File: config.mk
export PLATFORM = sky130hd
export DESIGN_NAME = mem_access_unit
export DESIGN_NICKNAME = d
export VERILOG_FILES = /design/src/rtl/mem_access_unit.sv
export SDC_FILE = /design/constraint.sdc
export NUM_CORES = 1
export LEC_CHECK = 0
export ABC_AREA = 0
export BUFFER_PORTS_ARGS = -buffer_cell sky130_fd_sc_hd__clkbuf_2
export CAP_MARGIN = 20
export CORE_MARGIN = 4
export CORE_UTILIZATION = 44
export CTS_BUF_LIST = sky130_fd_sc_hd__clkbuf_8
export DETAILED_ROUTE_END_ITERATION = 7
export PLACE_DENSITY = 0.9
export SLEW_MARGIN = 20
export SYNTH_ARGS = -nofsm -noshare
export SYNTH_HDL_FRONTEND = slang
export SYNTH_SLANG_ARGS = --single-unit
File: constraint.sdc
create_clock -name clk -period 1.9 [get_ports clk]
set_input_delay 0.285 -clock clk [delete_from_list [all_inputs] [get_ports clk]]
set_output_delay 0.285 -clock clk [all_outputs]
set_load 0.01 [all_outputs]
File: src/rtl/mem_access_unit.sv
// mem_access_unit: runs one lw/sw word access on a ready-handshaked data memory.
// It uses the ALU result as the byte address and blocks the access on
// misalignment, ALU overflow or memory timeout.
// Ports:
//   clk, rst_n           clock (rising edge) and asynchronous active-low reset
//   start                1-cycle pulse; only sampled in IDLE
//   is_load, is_store    access type (load wins if both are set)
//   alu_result, alu_ovf  byte address and overflow flag from the ALU
//   store_data           write data for sw
//   mem_req/we/addr/wdata/rdata/ready  memory handshake
//   stall                combinational: pipeline freeze while busy
//   done                 1-cycle completion pulse (ok or error)
//   load_data            last successfully loaded word
//   err_align/ovf/tmo    sticky error flags
module mem_access_unit #(
    parameter int unsigned TIMEOUT = 16,
    parameter int unsigned CNT_W   = 5
) (
    input  logic        clk,
    input  logic        rst_n,
    input  logic        start,
    input  logic        is_load,
    input  logic        is_store,
    input  logic [31:0] alu_result,
    input  logic        alu_ovf,
    input  logic [31:0] store_data,
    output logic        mem_req,
    output logic        mem_we,
    output logic [29:0] mem_addr,
    output logic [31:0] mem_wdata,
    input  logic [31:0] mem_rdata,
    input  logic        mem_ready,
    output logic        stall,
    output logic        done,
    output logic [31:0] load_data,
    output logic        err_align,
    output logic        err_ovf,
    output logic        err_tmo
);

    typedef enum logic [1:0] {S_IDLE, S_REQ, S_WAIT, S_DONE} state_t;

    localparam int unsigned LAST_CNT = TIMEOUT - 1;

    state_t           state, state_nxt;
    logic [CNT_W-1:0] cnt, cnt_nxt;
    logic             accept_c;
    logic             bad_align_c;
    logic             launch_c;
    logic             capture_c;
    logic             tmo_c;

    // Next-state logic and per-cycle strobes
    always_comb begin
        state_nxt   = state;
        cnt_nxt     = cnt;
        capture_c   = 1'b0;
        tmo_c       = 1'b0;
        accept_c    = (state == S_IDLE) & start & (is_load | is_store);
        bad_align_c = (alu_result[1:0] != 2'b00);
        launch_c    = accept_c & ~bad_align_c & ~alu_ovf;
        case (state)
            S_IDLE: begin
                if (accept_c) begin
                    state_nxt = launch_c ? S_REQ : S_DONE;
                end
            end
            S_REQ: begin
                cnt_nxt = '0;
                if (mem_ready) begin
                    state_nxt = S_DONE;
                    capture_c = 1'b1;
                end else begin
                    state_nxt = S_WAIT;
                end
            end
            S_WAIT: begin
                // mem_ready takes precedence over an expiring timeout
                if (mem_ready) begin
                    state_nxt = S_DONE;
                    capture_c = 1'b1;
                end else if (cnt == CNT_W'(LAST_CNT)) begin
                    state_nxt = S_DONE;
                    tmo_c     = 1'b1;
                end else begin
                    cnt_nxt = cnt + CNT_W'(1);
                end
            end
            S_DONE: begin
                state_nxt = S_IDLE;
            end
            default: begin
                state_nxt = S_IDLE;
            end
        endcase
    end

    // Stall must freeze the pipeline in the same cycle the access is accepted
    assign stall = (state != S_IDLE) | accept_c;

    // State, counter and registered outputs
    always_ff @(posedge clk or negedge rst_n) begin
        if (!rst_n) begin
            state     <= S_IDLE;
            cnt       <= '0;
            mem_req   <= 1'b0;
            mem_we    <= 1'b0;
            mem_addr  <= '0;
            mem_wdata <= '0;
            done      <= 1'b0;
            load_data <= '0;
            err_align <= 1'b0;
            err_ovf   <= 1'b0;
            err_tmo   <= 1'b0;
        end else begin
            state   <= state_nxt;
            cnt     <= cnt_nxt;
            mem_req <= (state_nxt == S_REQ) | (state_nxt == S_WAIT);
            done    <= (state_nxt == S_DONE);
            if (launch_c) begin
                mem_addr  <= alu_result[31:2];
                mem_wdata <= store_data;
                mem_we    <= is_store & ~is_load;
            end
            if (capture_c && !mem_we) begin
                load_data <= mem_rdata;
            end
            if (accept_c && bad_align_c) begin
                err_align <= 1'b1;
            end
            if (accept_c && !bad_align_c && alu_ovf) begin
                err_ovf <= 1'b1;
            end
            if (tmo_c) begin
                err_tmo <= 1'b1;
            end
        end
    end

endmodule
==> impl_metrics.py, run 1 <==
metrics = {
    "timing": {
        "hold_viol_final": 0,
        "fin_crit_sh": 0.964,
        "setup_viol": 0,
        "setup_ws_ns": 0.0678,
        "fmax_mhz": 546,
        "period_minus_slack_ns": 1.83,
        "clock_skew_ns": 0.0147,
        "max_slew_margin": 0.724,
        "finalSetupTns_ns": 0,
        "slew_viol_final": 0,
        "worstMarginPinSlew_ns": 0.413,
    },
    "routing": {
        "drt_iter0_markers": 102,
        "avgRoutedWirePerCell_microns": 16.5,
        "vias": 2952,
        "via_per_inst": 4.75,
        "drtAntennaViolNets": 0,
        "drcViolationCount": 0,
        "firstDrtPassIters": 4,
        "wl_microns": 10200,
    },
    "yosys": {
        "avgSynthCellArea_sq_um": 17.0,
        "yosysTopAreaCell": "dfrtp_1",
        "yosysSeqAreaShare": 0.603,
        "yosysWarningCount": 0,
        "ys_ff_latch": 107,
        "synth.net_count": 371,
        "syn_area_sq_um": 4440,
        "syn_inst": 261,
        "synth_area_leaders": "dfrtp_1 (60%), mux2_4 (16%), mux2_2 (12%)",
        "synth_cell_types": 31,
        "synth_top_area_share": 0.603,
    },
    "final_layout": {
        "final_common_cell": "clkbuf_2",
        "fillCellCount": 775,
        "drive_above_1_share": 0.706,
        "regArea_sq_um": 2680,
        "n_antenna_cell": 0,
        "mostFrequentLayoutCells": "clkbuf_2 (202), dfrtp_1 (107), mux2_2 (49)",
        "multi_input_area_sq_um": 1650,
        "area_growth_syn_to_layout_pct": 35.0,
        "fin_area_sq_um": 6000,
        "fin_nets": 594,
        "final_core_util": 0.611,
    },
    "power_and_ir_drop": {
        "p_int_w": 0.00637,
        "p_leak_nw": 3.10,
        "p_switching_w": 0.00314,
        "seqPwrFrac": 0.416,
        "power.density_nw_per_um2": 1590,
        "swShare": 0.330,
        "power_w": 0.00951,
        "power.share.clock": 0.162,
        "power_frac_comb": 0.422,
        "vdd_drop_max_v": 0.000841,
    },
    "critical_path": {
        "start_kind": "flop",
        "path_cells": "inv_1, buf_4, ha_1, inv_1, mux2_2, a21oi_2, ha_1",
        "crit_required_ns": 2.15,
        "crit_buf_inv": 3,
        "cpPeakStageDelay_ns": 0.39,
        "critPathTopFamily": "adder cells",
        "path_class": "flop to flop",
        "cp-end-kind": "flop",
        "cp.arrival_ns": 2.08,
        "cp_max_fo": 3,
        "slowest_stage": "dfrtp_1",
    },
    "min_path": {
        "hold_class": "input pin to flop",
    },
    "placement": {
        "pre_cts_slack_ns": 0.00134,
        "dp_hpwl_microns": 7770,
        "place.gp.congestion": 0.773,
        "port_buffers": 203,
        "placedInstanceArea_sq_um": 5680,
    },
    "clock_tree": {
        "cts.clk_slew.worst_paths_ns": 0.11,
        "cts_max_level": 3,
        "cts_tree": "yes",
        "cts_buffer_depth": 2,
        "clk_latency_ns": 0.37,
        "clockRootBuffer": "clkbuf_8",
        "cts_buffers": 9,
        "cts_sinks": 107,
    },
    "global_route": {
        "antenna_found_initial": 0,
        "grt_start_max_net_pins": 43,
        "grt_overflow_total": 0,
        "grt_pass1_wl_microns": 15300,
        "grt_pass1_vias": 3170,
        "gr-usage-all-layers": 0.167,
    },
    "floorplanning": {
        "io_pins": 204,
        "die_area_sq_um": 11800,
        "coreArea_sq_um": 9820,
        "dieWidth_microns": 108,
        "start_util": 0.452,
        "die_h_microns": 108,
        "row_count": 36,
    },
    "outcome": {
        "status": "finished clean",
    },
    "flow_run": {
        "max-cap-violations": 0,
    },
}
-- stage by stage --
step           hold WS (ns)  cells
6_report              0.139    622
5_1_grt               0.125    622
4_1_cts               0.123    619
3_5_place_dp          0.247    602
3_3_place_gp          0.240    602
2_1_floorplan       -0.0106    261
-- registers in the layout, summed over array words and instances (netlist names) --
| name | count |
|---|---|
| load_data | 32 |
| cnt | 5 |
| mem_wdata | 32 |
| mem_addr | 30 |
| mem_we | 1 |
| err_align | 1 |
| err_ovf | 1 |
| state | 2 |
| err_tmo | 1 |
| done | 1 |
| mem_req | 1 |
-- area by class of cell --
| class | count | share of cell area |
|---|---|---|
| flip-flops and latches | 107 | 0.446 |
| well taps | 133 | 0.0277 |
| clock inverters | 6 | 0.0148 |
| repair buffers | 223 | 0.211 |
| inverters | 4 | 0.00250 |
| multi-input cells | 139 | 0.274 |
| clock buffers | 10 | 0.0230 |
-- cell families (layout without fill, tap and decap cells) --
kind of cell	after synthesis	in the layout	synth area share
flops	107	107	0.603
simple gates	14	14	0.0200
fa+ha+maj	7	7	0.0197
mux	98	98	0.289
buf+inv	15	243	0.0327
compound gates	19	19	0.0341
xor+xnor	1	1	0.00197
-- worst paths after layout --
path | start | end | slack [ns] | depth (start not counted)
min in group asynchronous | rst_n | load_data[12]$_DFFE_PN0P_ | 0.38 | 2
min reg2reg | err_tmo$_DFFE_PN0P_ | err_tmo$_DFFE_PN0P_ | 0.49 | 1
max in group asynchronous | rst_n | cnt[1]$_DFFE_PN0P_ | 0.95 | 3
max | state[0]$_DFF_PN0_ | mem_req$_DFF_PN0_ | 0.07 | 7
min | store_data[13] | mem_wdata[13]$_DFFE_PN0P_ | 0.14 | 2
max reg2reg | state[0]$_DFF_PN0_ | mem_req$_DFF_PN0_ | 0.07 | 7
-- cell usage after synthesis, drive strengths merged --
master	n
dfrtp	107
mux2	97
buf	10
ha	7
a31oi	4
inv	4
nand2	4
nor2	3
o21bai	3
a21bo	2
a22o	2
and3	2
o21ai	2
o31ai	2
a211oi	1
a21oi	1
and2	1
clkbuf	1
mux2i	1
nand3b	1
nor2b	1
nor4	1
o211ai	1
o21a	1
or2	1
xor2	1
-- metal layers --
layer	up-vias	wire (microns)	GRT usage
li1	1363	-	-
met1	1457	4220	0.207
met2	124	5160	0.287
met3	8	773	0.0466
met4	0	89	0.0460
met5	-	0	0
-- what timing repair did --
item / CTS / global route
resized for setup: 2 / 8
hold buffers: 1 / 0
setup endpoints to repair: 1 / 43
hold endpoints to repair: 28 / 0
setup buffers: 0 / 2
cloned: 0 / 1
-- power by group through the flow --
stage               Combinational [W]  Sequential [W]  Clock, W
finish                        0.00402         0.00396   0.00154
global route                  0.00435         0.00409   0.00167
CTS                           0.00399         0.00396   0.00158
detailed placement            0.00398         0.00399         0
global placement              0.00384         0.00392         0
floorplan                     0.00184         0.00440         0
Power figures use the tool's default switching activity.
==> inputs of run 2 (changes only) <==
--- a/config.mk
+++ b/config.mk
@@ -6,13 +6,13 @@
 export NUM_CORES = 1
 export LEC_CHECK = 0
 export ABC_AREA = 0
-export BUFFER_PORTS_ARGS = -buffer_cell sky130_fd_sc_hd__clkbuf_2
 export CAP_MARGIN = 20
 export CORE_MARGIN = 4
-export CORE_UTILIZATION = 44
+export CORE_UTILIZATION = 55
 export CTS_BUF_LIST = sky130_fd_sc_hd__clkbuf_8
 export DETAILED_ROUTE_END_ITERATION = 7
-export PLACE_DENSITY = 0.9
+export DONT_BUFFER_PORTS = 1
+export PLACE_DENSITY = 0.84
 export SLEW_MARGIN = 20
 export SYNTH_ARGS = -nofsm -noshare
 export SYNTH_HDL_FRONTEND = slang
==> impl_metrics.py, run 2 (same netlist as run 1, synthesis figures left out) <==
metrics = {
    "timing": {
        "worstMarginPinSlew_ns": 0.270,
        "setup_ws_ns": 0.0702,
        "fmax_mhz": 546,
        "whs_ns": -0.393,
        "period_minus_slack_ns": 1.83,
        "max_slew_margin": 0.820,
        "hold_viol_final": 107,
        "clock_skew_ns": 0.00951,
        "slew_viol_final": 0,
        "setup_viol": 0,
        "fin_crit_sh": 0.963,
    },
    "routing": {
        "drtAntennaViolNets": 0,
        "vias": 2244,
        "drt_iter0_markers": 44,
        "via_per_inst": 5.75,
        "drcViolationCount": 0,
        "avgRoutedWirePerCell_microns": 23.9,
        "firstDrtPassIters": 4,
        "wl_microns": 9320,
    },
    "final_layout": {
        "final_common_cell": "dfrtp_1",
        "fin_nets": 393,
        "fin_area_sq_um": 4960,
        "drive_above_1_share": 0.521,
        "top_regs": "load_data x32, mem_wdata x32, mem_addr x30",
        "area_growth_syn_to_layout_pct": 11.7,
        "n_antenna_cell": 0,
        "stdcell_count": 390,
        "fillCellCount": 533,
        "final_core_util": 0.636,
        "mostFrequentLayoutCells": "dfrtp_1 (107), mux2_2 (49), mux2_4 (48)",
    },
    "placement": {
        "place.gp.congestion": 0.830,
        "pre_cts_slack_ns": -0.0539,
        "placedInstanceArea_sq_um": 4650,
        "port_buffers": 0,
        "dp_cells": 369,
        "dp_hpwl_microns": 6920,
    },
    "floorplanning": {
        "die_h_microns": 97.9,
        "dieWidth_microns": 97.9,
        "row_count": 32,
        "io_pins": 204,
        "start_util": 0.569,
        "die_area_sq_um": 9580,
        "coreArea_sq_um": 7810,
    },
    "global_route": {
        "grt_pass1_vias": 2563,
        "grt_start_max_net_pins": 108,
        "grt_pass1_wl_microns": 14700,
        "antenna_found_initial": 0,
        "gr-usage-all-layers": 0.196,
        "grt_overflow_total": 0,
    },
    "critical_path": {
        "cp.arrival_ns": 2.07,
        "cpPeakStageDelay_ns": 0.40,
        "cp_max_fo": 4,
        "cp-end-kind": "flop",
        "critPathTopFamily": "adder cells",
        "crit_required_ns": 2.14,
        "crit_buf_inv": 0,
        "path_cells": "ha_2, and3_4, ha_4, nor2_4, mux2_2, a21oi_4, ha_1",
        "path_class": "flop to flop",
        "slowest_stage": "dfrtp_1",
        "start_kind": "flop",
    },
    "clock_tree": {
        "cts_tree": "yes",
        "clk_latency_ns": 0.36,
        "cts_max_level": 3,
        "cts_buffer_depth": 2,
        "cts_buffers": 9,
        "cts.clk_slew.worst_paths_ns": 0.11,
        "ctsHoldBuffers": 1,
        "clockRootBuffer": "clkbuf_8",
        "cts_sinks": 107,
    },
    "power_and_ir_drop": {
        "power_w": 0.00829,
        "p_leak_nw": 2.25,
        "power.density_nw_per_um2": 1670,
        "vdd_drop_max_v": 0.000748,
    },
    "outcome": {
        "status": "complete, but fails checks",
        "violations": "hold timing",
    },
    "flow_run": {
        "max-cap-violations": 0,
    },
    "min_path": {
        "hold_class": "input pin to async pin",
    },
}
[run 2: changes by cell type in the layout (fill, tap and decap cells not counted), sizes merged]
| cell | before | now |
|---|---|---|
| inv | 4 | 8 |
| bufbuf | 0 | 1 |
| clkinvlp | 2 | 1 |
| bufinv | 2 | 0 |
| clkbuf | 213 | 9 |
| buf | 19 | 20 |
[run 2: layer usage]
layer  part of all wire  track usage  wire length [microns]  up-vias
met2               0.50        0.321                   4660      142
met5                  0            0                      0        -
met1               0.37        0.231                   3430     1127
met4              0.012       0.0469                    115        0
met3               0.12       0.0986                   1120        8
li1                   -            -                      -      967
[run 2: final timing paths]
| kind | startpoint | endpoint | slack, ns | depth (start not counted) |
|---|---|---|---|---|
| setup / recovery | cnt[1]$_DFFE_PN0P_ | mem_req$_DFF_PN0_ | 0.07 | 7 |
| hold / removal | rst_n | load_data[24]$_DFFE_PN0P_ | -0.39 | 0 |
| setup reg to reg | cnt[1]$_DFFE_PN0P_ | mem_req$_DFF_PN0_ | 0.07 | 7 |
| hold reg to reg | cnt[4]$_DFFE_PN0P_ | cnt[4]$_DFFE_PN0P_ | 0.52 | 2 |
| max in group asynchronous | rst_n | cnt[4]$_DFFE_PN0P_ | 2.17 | 0 |
| min in group clk | alu_ovf | err_ovf$_DFFE_PN0P_ | 0.04 | 2 |
[run 2: layout make-up]
cell class / count / area (sq um) / area share
Sequential cell: 107 / 2680 / 0.540
Multi-Input combinational cell: 139 / 1680 / 0.338
Timing Repair Buffer: 22 / 284 / 0.0572
Tap cell: 102 / 128 / 0.0257
Clock buffer: 9 / 124 / 0.0250
Clock inverter: 7 / 58.8 / 0.0119
Inverter: 4 / 15.0 / 0.00303
[run 2: what timing repair did]
item                                    in CTS  in global routing
endpoints found under the setup margin      24                 58
cloned                                       1                  0
hold endpoints to repair                   108                107
resized for setup                            4                 11
setup buffers                                3                  0
[run 2: where the power goes]
part	switching, W	internal [W]	total [W]
logic	0.000794	0.00154	0.00234
registers	0.00130	0.00335	0.00465
clock network	0.000802	0.000501	0.00130
[run 2: through the flow]
step,hold WS (ns),setup TNS [ns]
2_1_floorplan,-0.0106,0
3_3_place_gp,-0.00840,-0.0222
3_5_place_dp,-0.00826,-0.0539
4_1_cts,-0.421,0
5_1_grt,-0.437,-0.00115
6_report,-0.393,0
[run 2: worst reg2reg max path: stages, from the launching register on]
cell and delay (ns):
dfrtp_1 0.40, ha_2 0.21, and3_4 0.20, ha_4 0.15, nor2_4 0.05, mux2_2 0.28, a21oi_4 0.18, ha_1 0.25
==> inputs of run 3 (changes only) <==
--- a/config.mk
+++ b/config.mk
@@ -5,7 +5,7 @@
 export SDC_FILE = /design/constraint.sdc
 export NUM_CORES = 1
 export LEC_CHECK = 0
-export ABC_AREA = 0
+export ABC_AREA = 1
 export CAP_MARGIN = 20
 export CORE_MARGIN = 4
 export CORE_UTILIZATION = 55
@@ -13,6 +13,7 @@
 export DETAILED_ROUTE_END_ITERATION = 7
 export DONT_BUFFER_PORTS = 1
 export PLACE_DENSITY = 0.84
+export SETUP_SLACK_MARGIN = 0.02
 export SLEW_MARGIN = 20
 export SYNTH_ARGS = -nofsm -noshare
 export SYNTH_HDL_FRONTEND = slang
==> impl_metrics.py, run 3 <==
metrics = {
    "outcome": {
        "status": "complete, but fails checks",
        "violations": "hold timing",
    },
    "critical_path": {
        "cp_max_fo": 5,
        "critPathTopFamily": "flip-flops",
        "path_cells": "inv_1, ha_1, nand2_2, inv_1, nand2_1, nand2_2",
        "crit_buf_inv": 2,
        "cp.arrival_ns": 1.47,
        "cp-end-kind": "primary output",
        "start_kind": "flop",
        "path_class": "flop to primary output",
        "cpPeakStageDelay_ns": 0.43,
        "slowest_stage": "dfrtp_1",
        "crit_required_ns": 1.62,
    },
    "placement": {
        "place.gp.congestion": 0.843,
        "dp_hpwl_microns": 6710,
        "port_buffers": 0,
    },
    "routing": {
        "via_per_inst": 5.17,
        "avgRoutedWirePerCell_microns": 15.7,
        "met3_length_microns": 707,
        "dr.max_layer_used": "met4",
        "wl_met2_microns": 4750,
        "firstDrtPassIters": 6,
        "met1_length_microns": 3470,
        "drcViolationCount": 0,
        "wl_microns": 9100,
        "drt_iter0_markers": 99,
        "vias": 2988,
        "drtAntennaViolNets": 0,
    },
    "yosys": {
        "synth.net_count": 588,
        "synth_xor_area_frac": 0,
        "synth_compound_area_frac": 0.0880,
        "synth-edff-count": 0,
        "synth_fa_ha_area_frac": 0.0202,
        "synth_cell_types": 20,
        "synth_top_family_by_area": "simple AND/OR/NAND/NOR gates",
        "yosysMostFrequentCell": "nand2_1",
        "yosysSeqAreaShare": 0.617,
        "yosysTopAreaCell": "dfrtp_1",
        "syn_inst": 478,
        "ys_async_sr_fraction": 1.00,
        "avgSynthCellArea_sq_um": 9.07,
        "synth_flop_cell": "dfrtp_1",
        "ys_ff_latch": 107,
        "syn_area_sq_um": 4340,
        "yosysWarningCount": 0,
        "synth-simple-area-share": 0.184,
        "synth_area_leaders": "dfrtp_1 (62%), nand2_1 (13%), o21ai_1 (7.3%)",
        "synth_top_area_share": 0.617,
        "netlist_top_cells_count": "nand2_1 (147), dfrtp_1 (107), inv_1 (74), o21ai_1 (63), nand3_1 (35)",
        "synth_mux_area_frac": 0,
    },
    "final_layout": {
        "drive_above_1_share": 0.0651,
        "fillCellCount": 673,
        "multi_input_area_sq_um": 1280,
        "final_common_cell": "nand2_1",
        "fin_nets": 581,
        "regArea_sq_um": 2680,
        "area_growth_syn_to_layout_pct": 5.86,
        "mostFrequentLayoutCells": "nand2_1 (144), dfrtp_1 (107), inv_1 (73)",
        "n_antenna_cell": 0,
        "top_regs": "load_data x32, mem_wdata x32, mem_addr x30",
        "final_core_util": 0.597,
    },
    "timing": {
        "period_minus_slack_ns": 1.76,
        "fin_crit_sh": 0.924,
        "clock_skew_ns": 0.0100,
        "worstMarginPinSlew_ns": 0.456,
        "whs_ns": -0.390,
        "rsz0062_at_grt": "false",
        "max_slew_margin": 0.696,
        "fmax_mhz": 569,
        "hold_viol_final": 107,
        "finalSetupTns_ns": 0,
        "slew_viol_final": 0,
        "setup_viol": 0,
    },
    "floorplanning": {
        "die_h_microns": 96.8,
        "row_count": 32,
        "dieWidth_microns": 96.8,
        "start_util": 0.564,
        "io_pins": 204,
        "coreArea_sq_um": 7690,
        "die_area_sq_um": 9370,
    },
    "flow_run": {
        "max-cap-violations": 0,
    },
    "power_and_ir_drop": {
        "p_leak_nw": 2.51,
        "vdd_drop_max_v": 0.000818,
        "power_w": 0.00736,
        "swShare": 0.407,
        "power_frac_comb": 0.238,
        "p_switching_w": 0.00299,
        "seqPwrFrac": 0.591,
        "p_int_w": 0.00437,
        "power.density_nw_per_um2": 1600,
        "power.share.clock": 0.170,
    },
    "global_route": {
        "antenna_found_initial": 0,
        "grt_pass1_wl_microns": 15400,
        "gr-usage-all-layers": 0.202,
        "grt_start_max_net_pins": 127,
        "grt_overflow_total": 0,
        "grt_pass1_vias": 3122,
    },
    "clock_tree": {
        "clk_latency_ns": 0.35,
        "cts_max_level": 3,
        "cts_buffer_depth": 2,
        "cts_sinks": 107,
        "clockRootBuffer": "clkbuf_8",
        "cts_tree": "yes",
        "cts_buffers": 9,
        "cts.clk_slew.worst_paths_ns": 0.10,
    },
    "min_path": {
        "hold_class": "input pin to async pin",
    },
}
## run 3: power groups by stage
| stage | clock network (W) | registers [W] | logic [W] |
|---|---|---|---|
| 6_report | 0.00125 | 0.00435 | 0.00175 |
| 5_1_grt | 0.00141 | 0.00446 | 0.00208 |
| 4_1_cts | 0.00130 | 0.00437 | 0.00173 |
| 3_5_place_dp | 0 | 0.00439 | 0.00175 |
| 3_3_place_gp | 0 | 0.00437 | 0.00160 |
| 2_1_floorplan | 0 | 0.00414 | 0.00142 |
## run 3: worst paths after layout
kind                               startpoint                         to  slack (ns)  depth (start not counted)
setup / recovery           state[0]$_DFF_PN0_                      stall        0.14                          6
hold / removal                          rst_n   mem_wdata[5]$_DFFE_PN0P_       -0.39                          0
setup reg to reg           cnt[0]$_DFFE_PN0P_          mem_req$_DFF_PN0_        0.15                          9
hold reg to reg            cnt[3]$_DFFE_PN0P_         cnt[3]$_DFFE_PN0P_        0.52                          2
max in group asynchronous               rst_n  mem_wdata[28]$_DFFE_PN0P_        2.12                          0
min in group clk               store_data[22]  mem_wdata[22]$_DFFE_PN0P_        0.04                          2
## run 3: logic make-up (layout without fill, tap and decap cells)
logic type / count (synthesis) / after routing
AND/OR/NAND/NOR: 193 / 193
AO/OA/AOI/OAI: 74 / 74
adder cells (fa/ha/maj): 7 / 7
buffers and inverters: 97 / 95
flip-flops: 107 / 107
## run 3: cell type report
type                    instances  area share
well taps                     102      0.0278
repair buffers                  5      0.0125
inverters                      74      0.0605
clock buffers                   9      0.0270
multi-input cells             274       0.278
flip-flops and latches        107       0.583
clock inverters                 7      0.0109
## run 3: what timing repair did
item / CTS / global route
hold endpoints to repair: 107 / 107
setup buffers: 0 / 1
setup endpoints to repair: 0 / 21
resized for setup: 0 / 7
## run 3: routing by layer
layer,vias up,global-route usage
li1,1466,-
met1,1385,0.239
met2,119,0.337
met3,18,0.0678
met4,0,0.0842
met5,-,0
## run 3: stage by stage
step	worst slack, ns	area [sq um]	std cells	hold WS [ns]
after detailed placement	0.0878	4390	561	-0.00868
after global routing	0.0108	4590	578	-0.431
after global placement	0.188	4390	561	-0.00854
after CTS	0.0742	4570	577	-0.413
final	0.144	4590	578	-0.390
after floorplan	0.248	4340	478	-0.0106
